[config.mk]
export PLATFORM = sky130hd
export DESIGN_NAME = pipe_hazard_ctrl
export DESIGN_NICKNAME = d
export VERILOG_FILES = /design/src/rtl/pipe_hazard_ctrl.sv
export SDC_FILE = /design/constraint.sdc
export NUM_CORES = 1
export LEC_CHECK = 0
export CORE_MARGIN = 2
export CORE_UTILIZATION = 54
export DETAILED_ROUTE_END_ITERATION = 8
export DONT_BUFFER_PORTS = 1
export PLACE_DENSITY = 0.72
export SLEW_MARGIN = 20
export SYNTH_ARGS = -nofsm -noshare
export SYNTH_HDL_FRONTEND = slang
export SYNTH_SLANG_ARGS = --single-unit
[constraint.sdc]
create_clock -name clk -period 2.35 [get_ports clk]
set_clock_uncertainty 0.05 [all_clocks]
set_input_delay 0.47 -clock clk [delete_from_list [all_inputs] [get_ports clk]]
set_output_delay 0.47 -clock clk [all_outputs]
set_load 0.03 [all_outputs]
[src/rtl/pipe_hazard_ctrl.sv]
// pipe_hazard_ctrl: stall/flush/next-PC control for the FD/DE/MW pipeline
module pipe_hazard_ctrl #(
    parameter int          MAX_MEM_WAIT = 15,
    parameter logic [31:0] NOP          = 32'h00000013
) (
    input  logic        clk,
    input  logic        rst,
    input  logic [31:0] de_ir,
    input  logic [31:0] mw_ir,
    input  logic        br_taken,
    input  logic        mw_mem_op,
    input  logic        dmem_ready,
    input  logic        irq,
    input  logic        irq_en,
    output logic        stall_fd,
    output logic        stall_mw,
    output logic        flush_fd,
    output logic        flush_mw,
    output logic [1:0]  pc_sel,
    output logic        trap_take,
    output logic        mem_timeout
);
    localparam int W = $clog2(MAX_MEM_WAIT + 1);
    typedef enum logic [1:0] {RUN, MEM_WAIT, TRAP_FLUSH, ERR} state_t;
    state_t state, state_nx;
    logic [W-1:0] cnt, cnt_nx;
    logic s_fd, s_mw, f_fd, f_mw, take;
    logic [1:0] sel;
    logic mem_stall, load_use, rd_rs1, rd_rs2, unused_bits;
    logic [6:0] op;
    logic [4:0] rd;
    assign unused_bits = ^{NOP, mw_ir[31:12]};
    assign op = de_ir[6:0];
    assign rd = mw_ir[11:7];
    assign rd_rs1 = !(op == 7'b0110111 || op == 7'b0010111 || op == 7'b1101111);
    assign rd_rs2 = op == 7'b0110011 || op == 7'b0100011 || op == 7'b1100011;
    assign load_use = mw_ir[6:0] == 7'b0000011 && rd != 5'd0 &&
                      ((rd_rs1 && de_ir[19:15] == rd) || (rd_rs2 && de_ir[24:20] == rd));
    assign mem_stall = mw_mem_op && !dmem_ready;
    // state and wait counter, cleared asynchronously by reset
    always_ff @(posedge clk or negedge rst) begin
        if (!rst) begin
            state <= RUN;
            cnt   <= '0;
        end else begin
            state <= state_nx;
            cnt   <= cnt_nx;
        end
    end
    // next state and per-cycle control; the MEM_WAIT release cycle acts like RUN but defers traps
    always_comb begin
        state_nx = state;
        cnt_nx   = cnt;
        s_fd = 1'b0;
        s_mw = 1'b0;
        f_fd = 1'b0;
        f_mw = 1'b0;
        take = 1'b0;
        sel  = 2'b00;
        if (state == ERR) begin
            s_fd = 1'b1;
            s_mw = 1'b1;
        end else if (state == TRAP_FLUSH) begin
            f_fd     = 1'b1;
            state_nx = RUN;
        end else if (mem_stall) begin
            s_fd = 1'b1;
            s_mw = 1'b1;
            if (state == RUN) begin
                state_nx = MEM_WAIT;
                cnt_nx   = W'(1);
            end else if (cnt == W'(MAX_MEM_WAIT)) begin
                state_nx = ERR;
            end else begin
                cnt_nx = cnt + 1'b1;
            end
        end else begin
            state_nx = RUN;
            cnt_nx   = '0;
            if (state == RUN && irq && irq_en) begin
                take     = 1'b1;
                f_fd     = 1'b1;
                f_mw     = 1'b1;
                sel      = 2'b10;
                state_nx = TRAP_FLUSH;
            end else if (load_use) begin
                s_fd = 1'b1;
                f_mw = 1'b1;
            end else if (br_taken) begin
                f_fd = 1'b1;
                sel  = 2'b01;
            end else if (de_ir == 32'h30200073) begin
                f_fd = 1'b1;
                sel  = 2'b11;
            end
        end
    end
    assign stall_fd    = rst & s_fd;
    assign stall_mw    = rst & s_mw;
    assign flush_fd    = rst & f_fd;
    assign flush_mw    = rst & f_mw;
    assign trap_take   = rst & take;
    assign pc_sel      = rst ? sel : 2'b00;
    assign mem_timeout = rst & (state == ERR);
endmodule

==> summary.md, run 1 <==
| Metric | Value |
|---|---|
| DPL Wire Length | 1550 µm |
| Dominant cells by area after synthesis | dfrtp_1, xnor2_1, nand2_1, a21oi_1, or4_1 |
| Syn Nets | 168 |
| Cells after Synth | 96 |
| Post-Route WL | 1800 µm |
| Crit path required time | 1.83 ns |
| R2R setup slack | 1.02 ns |
| Reg2Reg Launch Point | cnt[0]$_DFFE_PN0P_ |
| RD Place Congestion | 0.763 |
| Max FO, Critical Path | 3 |
| Wire per inst | 14.7 µm |
| Critical path depth | 6 |
| Worst slew pin tran | 0.336 ns |
| Number of global-route vias before repair | 651 |
| Layout area overhead | 18.6% |
| Starting Density | 0.571 |
| Die Wd | 40.9 µm |
| GR Layer Usage met3 | 0.0870 |
| Critical Path Start | de_ir[10] |
| Grt ovf | 0 |
| Setup CP Type | input port to output pin |
| CP arrival | 2.12 ns |
| FF-to-FF path depth | 4 |
| GR peak layer | met2 |
| Crit path buf inv count | 1 |
| Clock Sinks | 6 |
| Post-synth top cells | nand2_1, xnor2_1, nor2_1, a21oi_1, dfrtp_1 |
| Psw | 107 µW |
| Largest net degree at the start of global routing | 12 |
| Via count of the routed design | 799 |
| Worst min path class | input port to flop |
| Top-count cell post-synth | nand2_1 |
| Slew Viols, Final | 0 |
| WHS | 0.359 ns |
| Worst path slowest cell | or4_1 |
| CTS Root Cell | clkbuf_4 |
| Cell Rows | 13 |
| Unrepaired setup endpoints after global routing | yes |
| Die area | 0.00167 mm² |
| Max Clock Freq | 379 MHz |
| I/O pins | 79 |
| Routed Antenna Nets | 0 |
| Relative slew slack | 0.773 |
| Met2 Usage GRT | 0.391 |
| N_diodes | 0 |
| DRC violations left | 0 |
| Unique masters post-synth | 33 |
| Max stage delay on crit path | 0.50 ns |
| Setup crit end | flush_fd |
| Failing checks | negative setup slack |
| Fin crit share | 1.12 |
| Cell type with the largest total area after synthesis | dfrtp_1 |
| Seq/Total Area, Yosys | 0.205 |
| TNS Setup | -0.785 ns |
| Leak | 0.358 nW |
| Final setup margin | -0.286 ns |
| Max Cap Viol | 0 |
| Final setup violating endpoints | 3 |
| CP startpoint kind | input port |
| Final cell count without fillers | 122 |
| Final Hold Fails | 0 |
| Clock Tree Buf Depth | 2 |
| Cell Area, Synth | 733 µm² |
| Pint | 215 µW |
| Syn Area/Cell | 7.64 µm² |
| Status | finished with violations |
| Overall power | 322 µW |
| TritonCTS Buffers | 3 |
| Total GRT Usage | 0.228 |
| Final core utilization | 0.677 |
| Seq pwr share | 0.371 |
| Cells after DPL | 118 |
| Vias/cell | 6.55 |
| Iter 0 DRT Violations | 14 |
| Yosys reg bits | 6 |
| Fin nets | 181 |
| Ys flop type | dfrtp_1 |
| Final min period | 2.64 ns |
| Die height | 40.9 µm |
| CP dominant cell by count | nor4_4 |
| Synth warn | 0 |
| Critical path cell sequence | or4_1 -> or4_4 -> nor4_4 -> nor3_1 -> nor4_4 -> buf_6 |
| Clock power share | 0.303 |
| Asr flop ratio synth | 1.00 |
| Postcts setup bufs | 0 |
| Power Density | 370 mW/mm² |
| Family with the most delay on the worst path | simple AND/OR/NAND/NOR gates |
| Global-route wire length before repair | 2460 µm |
| Reg2reg end | cnt[3]$_DFFE_PN0P_ |
| Layout cells sized above 1 | 0.168 |
| Clock Pin Slew Worst Setup and Hold Paths | 0.05 ns |
| CTS tree | yes |
| M1 GR Usage | 0.264 |
| DR pass1 iterations | 4 |
| Core Area | 0.00128 mm² |
| Peak VDD IR | 0.229 mV |
| Switching share of total power | 0.332 |
| Worst-Skew Late Latency | 0.25 ns |
| Yosys top cell area share | 0.205 |
| Initial antenna violation count | 0 |
| Crit path capture type | output pin |
| Port Buffer Count | 0 |
| EDFF count, synth | 0 |
| # H-tree levels | 1 |
| Comb pwr share | 0.326 |
==> final cells by class <==
cell class              count  area (µm²)
clock buffers               3        22.5
fillers                   123         415
inverters                   2        7.51
multi-input cells          87         597
flip-flops and latches      6         150
well taps                  15        18.8
repair buffers              9        73.8
==> metrics by stage <==
| step | cell area (µm²) | worst slack (ns) |
|---|---|---|
| 6_report | 870 | -0.286 |
| 5_1_grt | 870 | -0.381 |
| 4_1_cts | 866 | -0.316 |
| 3_5_place_dp | 833 | -0.320 |
| 3_3_place_gp | 833 | -0.315 |
| 2_1_floorplan | 758 | -0.296 |
==> layout by cell type, fill, tap and decap left out, types with 2 or more instances in the layout <==
master,netlist,routed
nor3_1,4,3
nor4_1,4,4
o21bai_1,2,2
nor2b_1,2,2
o22a_1,2,2
o211ai_1,2,2
a31oi_1,2,2
buf_4,0,7
clkbuf_4,0,3
nor2_1,7,7
nand4_2,2,2
or4_1,4,4
o21ai_1,5,5
a21oi_1,6,5
nand2_1,12,12
nor4_4,1,2
dfrtp_1,6,6
nand4_1,2,2
inv_1,2,2
nand2b_1,2,2
and3_1,2,2
nand3_1,5,5
and2_1,2,2
xnor2_1,9,9
==> routing by layer <==
layer / up-vias / share of wire
met4: 0 / 0.0067
met3: 2 / 0.12
li1: 388 / -
met2: 52 / 0.47
met5: - / 0
met1: 357 / 0.41
==> power by group through the flow <==
stage,registers [mW],logic [mW],clock network [mW]
after floorplan,0.116,0.0833,0
after detailed placement,0.121,0.101,0
final,0.119,0.105,0.0974
after global placement,0.120,0.0980,0
after global routing,0.121,0.116,0.107
after CTS,0.119,0.104,0.102
==> sequential cells by signal, indices dropped and copies added, names as in the netlist <==
| signal | flops |
|---|---|
| state | 2 |
| cnt | 4 |
==> cells by family after synthesis <==
| group | synth area share |
|---|---|
| AO/OA/AOI/OAI | 0.169 |
| XOR/XNOR | 0.119 |
| adder cells (fa/ha/maj) | 0.0171 |
| buffers and inverters | 0.0154 |
| flip-flops | 0.205 |
| AND/OR/NAND/NOR | 0.474 |
==> worst register-to-register path: stages, from the launching register on <==
cell and delay (ns):
dfrtp_1 0.41, ha_1 0.26, nand3_1 0.18, a31oi_1 0.11, o22a_1 0.20
==> repair_timing <==
item	in CTS	in global routing
hold buffers	1	0
hold endpoints to repair	6	0
pin swaps	0	1
setup endpoints to repair	3	3
gates resized for setup	0	1
==> worst min-delay path by stage <==
stage / start / end / slack, ns / depth (start not counted)
after floorplan: rst / cnt[0]$_DFFE_PN0P_ / 0.12 / 0
after global placement: rst / state[1]$_DFFE_PN0P_ / 0.12 / 0
after detailed placement: rst / state[0]$_DFFE_PN0P_ / 0.12 / 0
after CTS: dmem_ready / state[1]$_DFFE_PN0P_ / 0.36 / 2
after global routing: dmem_ready / state[1]$_DFFE_PN0P_ / 0.37 / 2
final: dmem_ready / state[1]$_DFFE_PN0P_ / 0.36 / 2
Note: power is estimated with default switching activity, not from simulation.
==> run 2: changes to the inputs <==
--- a/config.mk
+++ b/config.mk
@@ -5,11 +5,11 @@
 export SDC_FILE = /design/constraint.sdc
 export NUM_CORES = 1
 export LEC_CHECK = 0
-export CORE_MARGIN = 2
-export CORE_UTILIZATION = 54
+export CORE_AREA = 2 2 39 41
 export DETAILED_ROUTE_END_ITERATION = 8
+export DIE_AREA = 0 0 41 43
 export DONT_BUFFER_PORTS = 1
-export PLACE_DENSITY = 0.72
+export PLACE_DENSITY = 0.7
 export SLEW_MARGIN = 20
 export SYNTH_ARGS = -nofsm -noshare
 export SYNTH_HDL_FRONTEND = slang
==> constraint.sdc (replaced) <==
create_clock -name clk -period 3.15 [get_ports clk]
set_clock_uncertainty 0.05 [all_clocks]
set_input_delay 0.63 -clock clk [delete_from_list [all_inputs] [get_ports clk]]
set_output_delay 0.63 -clock clk [all_outputs]
set_load 0.03 [all_outputs]
==> run 2 against run 1 <==
The flow now finishes without violations. First-iteration DRC count fell by 7.1%. Combinational power decreased by 36%. Final cell count down 3.3%. Hold slack worse by 0.33 ns. Critical path type unchanged. Sequential power fell by 25%. Routed wire length shrank 0.72%.
==> summary.md, run 2 (synthesis results as in run 1) <==
| Metric | Value |
|---|---|
| Starting Density | 0.530 (was 0.571) |
| Met1 wire length | 636 µm (was 733 µm) |
| Final setup violating endpoints | 0 (was 3) |
| Final Hold Fails | 0 (unchanged) |
| Wire per inst | 15.1 µm (was 14.7 µm) |
| Largest net degree at the start of global routing | 12 (unchanged) |
| CP startpoint kind | input port (unchanged) |
| Postcts setup bufs | 0 (unchanged) |
| Core Area | 0.00138 mm² (was 0.00128 mm²) |
| DP Worst Slack | 0.155 ns (was -0.320 ns) |
| CTS Root Cell | clkbuf_4 (unchanged) |
| Max FO, Critical Path | 3 (unchanged) |
| Clock power share | 0.318 (was 0.303) |
| Reg2Reg Launch Point | cnt[0]$_DFFE_PN0P_ (unchanged) |
| Cell Rows | 14 (was 13) |
| Max Cap Viol | 0 (unchanged) |
| Design area | 807 µm² (was 870 µm²) |
| Worst-Skew Late Latency | 0.25 ns (about the same) |
| Power Density | 283 mW/mm² (was 370 mW/mm²) |
| WL met3 | 152 µm (was 211 µm) |
| DPL Wire Length | 1510 µm (was 1550 µm) |
| Largest Register | cnt (unchanged) |
| Post-Route WL | 1780 µm (was 1800 µm) |
| Commonest non-fill, non-tap cells in the layout | nand2_1, xnor2_1, nor2_1 (was nand2_1, xnor2_1, nor2_1, buf_4, dfrtp_1) |
| WHS | 0.0248 ns (was 0.359 ns) |
| DRC violations left | 0 (unchanged) |
| Fin crit share | 0.946 |
| Die height | 43 µm (was 40.9 µm) |
| Post-DP Area | 785 µm² (was 833 µm²) |
| DR pass1 iterations | 4 (unchanged) |
| Max FFs per register | 4 (unchanged) |
| Total GRT Usage | 0.228 (about the same) |
| TritonCTS Buffers | 3 (unchanged) |
| Crit path capture type | output pin (unchanged) |
| Grt ovf | 0 (unchanged) |
| RD Place Congestion | 0.685 (was 0.763) |
| Layout cells sized above 1 | 0.127 (was 0.168) |
| N_diodes | 0 (unchanged) |
| DR top layer | met4 (unchanged) |
| Commonest non-fill, non-tap cell in the layout | nand2_1 (unchanged) |
| Port Buffer Count | 0 (unchanged) |
| Global-route wire length before repair | 2740 µm (was 2460 µm) |
| Met2 wire len | 960 µm (was 838 µm) |
| Psw | 74.0 µW (was 107 µW) |
| Max Clock Freq | 336 MHz |
| Vias/cell | 6.57 (was 6.55) |
| Fin nets | 176 (was 181) |
| Critical Path Start | de_ir[10] (unchanged) |
| Slew Viols, Final | 0 (unchanged) |
| Comb pwr share | 0.293 (was 0.326) |
| Post-CTS Resized | 0 (unchanged) |
| Critical path cell sequence | or4_1 -> or4_4 -> nor4_4 -> nor3_1 -> nor4_2 -> buf_4 (was or4_1 -> or4_4 -> nor4_4 -> nor3_1 -> nor4_4 -> buf_6) |
| Relative slew slack | 0.592 (was 0.773) |
| Number of global-route vias before repair | 713 (was 651) |
| # H-tree levels | 1 (unchanged) |
| Routed Antenna Nets | 0 (unchanged) |
| Final cell count without fillers | 118 (was 122) |
| CTS tree | yes (unchanged) |
| CTS Hold Bufs | 0 (was 1) |
| Biggest regs | cnt (4), state (2) (unchanged) |
| Iter 0 DRT Violations | 13 (was 14) |
| Final min period | 2.98 ns |
| Initial antenna violation count | 0 (unchanged) |
| TNS Setup | 0 ns (was -0.785 ns) |
| Worst path slowest cell | or4_1 (unchanged) |
| Cells after DPL | 115 (was 118) |
| Worst slew pin tran | 0.611 ns (was 0.336 ns) |
| Max stage delay on crit path | 0.50 ns (about the same) |
| Clock Pin Slew Worst Setup and Hold Paths | 0.05 ns (about the same) |
| Die area | 0.00176 mm² (was 0.00167 mm²) |
| Worst min path class | input port to async pin (was input port to flop) |
| Via count of the routed design | 775 (was 799) |
| Die Wd | 41 µm (was 40.9 µm) |
| Layout area overhead | 10.1% (was 18.6%) |
| Final setup margin | 0.170 ns (was -0.286 ns) |
| Leak | 0.331 nW (was 0.358 nW) |
| Pint | 154 µW (was 215 µW) |
| Switching share of total power | 0.324 (was 0.332) |
| Seq pwr share | 0.390 (was 0.371) |
| Peak VDD IR | 0.110 mV (was 0.229 mV) |
| Fillers | 150 (was 123) |
| CP arrival | 2.30 ns (was 2.12 ns) |
| I/O pins | 79 (unchanged) |
| Clock Tree Buf Depth | 2 (unchanged) |
| Unrepaired setup endpoints after global routing | no (was yes) |
| Clock Sinks | 6 (unchanged) |
| Status | finished clean (was finished with violations) |
| Setup CP Type | input port to output pin (unchanged) |
| Crit path required time | 2.47 ns (was 1.83 ns) |
run 2: worst paths after layout:
| kind | endpoint | slack, ns | cells past startpoint |
|---|---|---|---|
| hold reg to reg | cnt[1]$_DFFE_PN0P_ | 0.50 | 2 |
| min in group clk | cnt[1]$_DFFE_PN0P_ | 0.50 | 2 |
| hold / removal | cnt[2]$_DFFE_PN0P_ | 0.02 | 0 |
| setup / recovery | flush_fd | 0.17 | 6 |
| max in group asynchronous | cnt[3]$_DFFE_PN0P_ | 2.95 | 0 |
| setup reg to reg | cnt[3]$_DFFE_PN0P_ | 1.82 | 4 |
run 2: power groups by stage:
stage	clock (mW)	combinational (mW)	sequential, mW
2_1_floorplan	0	0.0586	0.0864
3_3_place_gp	0	0.0658	0.0899
3_5_place_dp	0	0.0670	0.0900
4_1_cts	0.0734	0.0673	0.0889
5_1_grt	0.0781	0.0740	0.0905
6_report	0.0726	0.0668	0.0890
run 2: cell type report:
cell class,count,area [µm²],area share
repair buffers,4,30.0,0.0372
multi-input cells,87,577,0.715
clock buffers,3,22.5,0.0279
flip-flops and latches,6,150,0.186
well taps,16,20.0,0.0248
inverters,2,7.51,0.00930
run 2: per-layer routing:
metal	GRT usage	vias up
met1	0.234	355
met2	0.406	38
met4	0.100	0
met5	0	-
li1	-	377
met3	0.0471	5
run 2: through the flow:
step                power (mW)   util
floorplan                0.145      -
detailed placement       0.157  0.567
global placement         0.156  0.567
global route             0.243  0.583
finish                   0.228  0.583
CTS                      0.230  0.583
run 2: critical path: cells and delay by family:
kind	cells	cell delay (ns)
buf+inv	1	0.20
simple gates	5	1.46
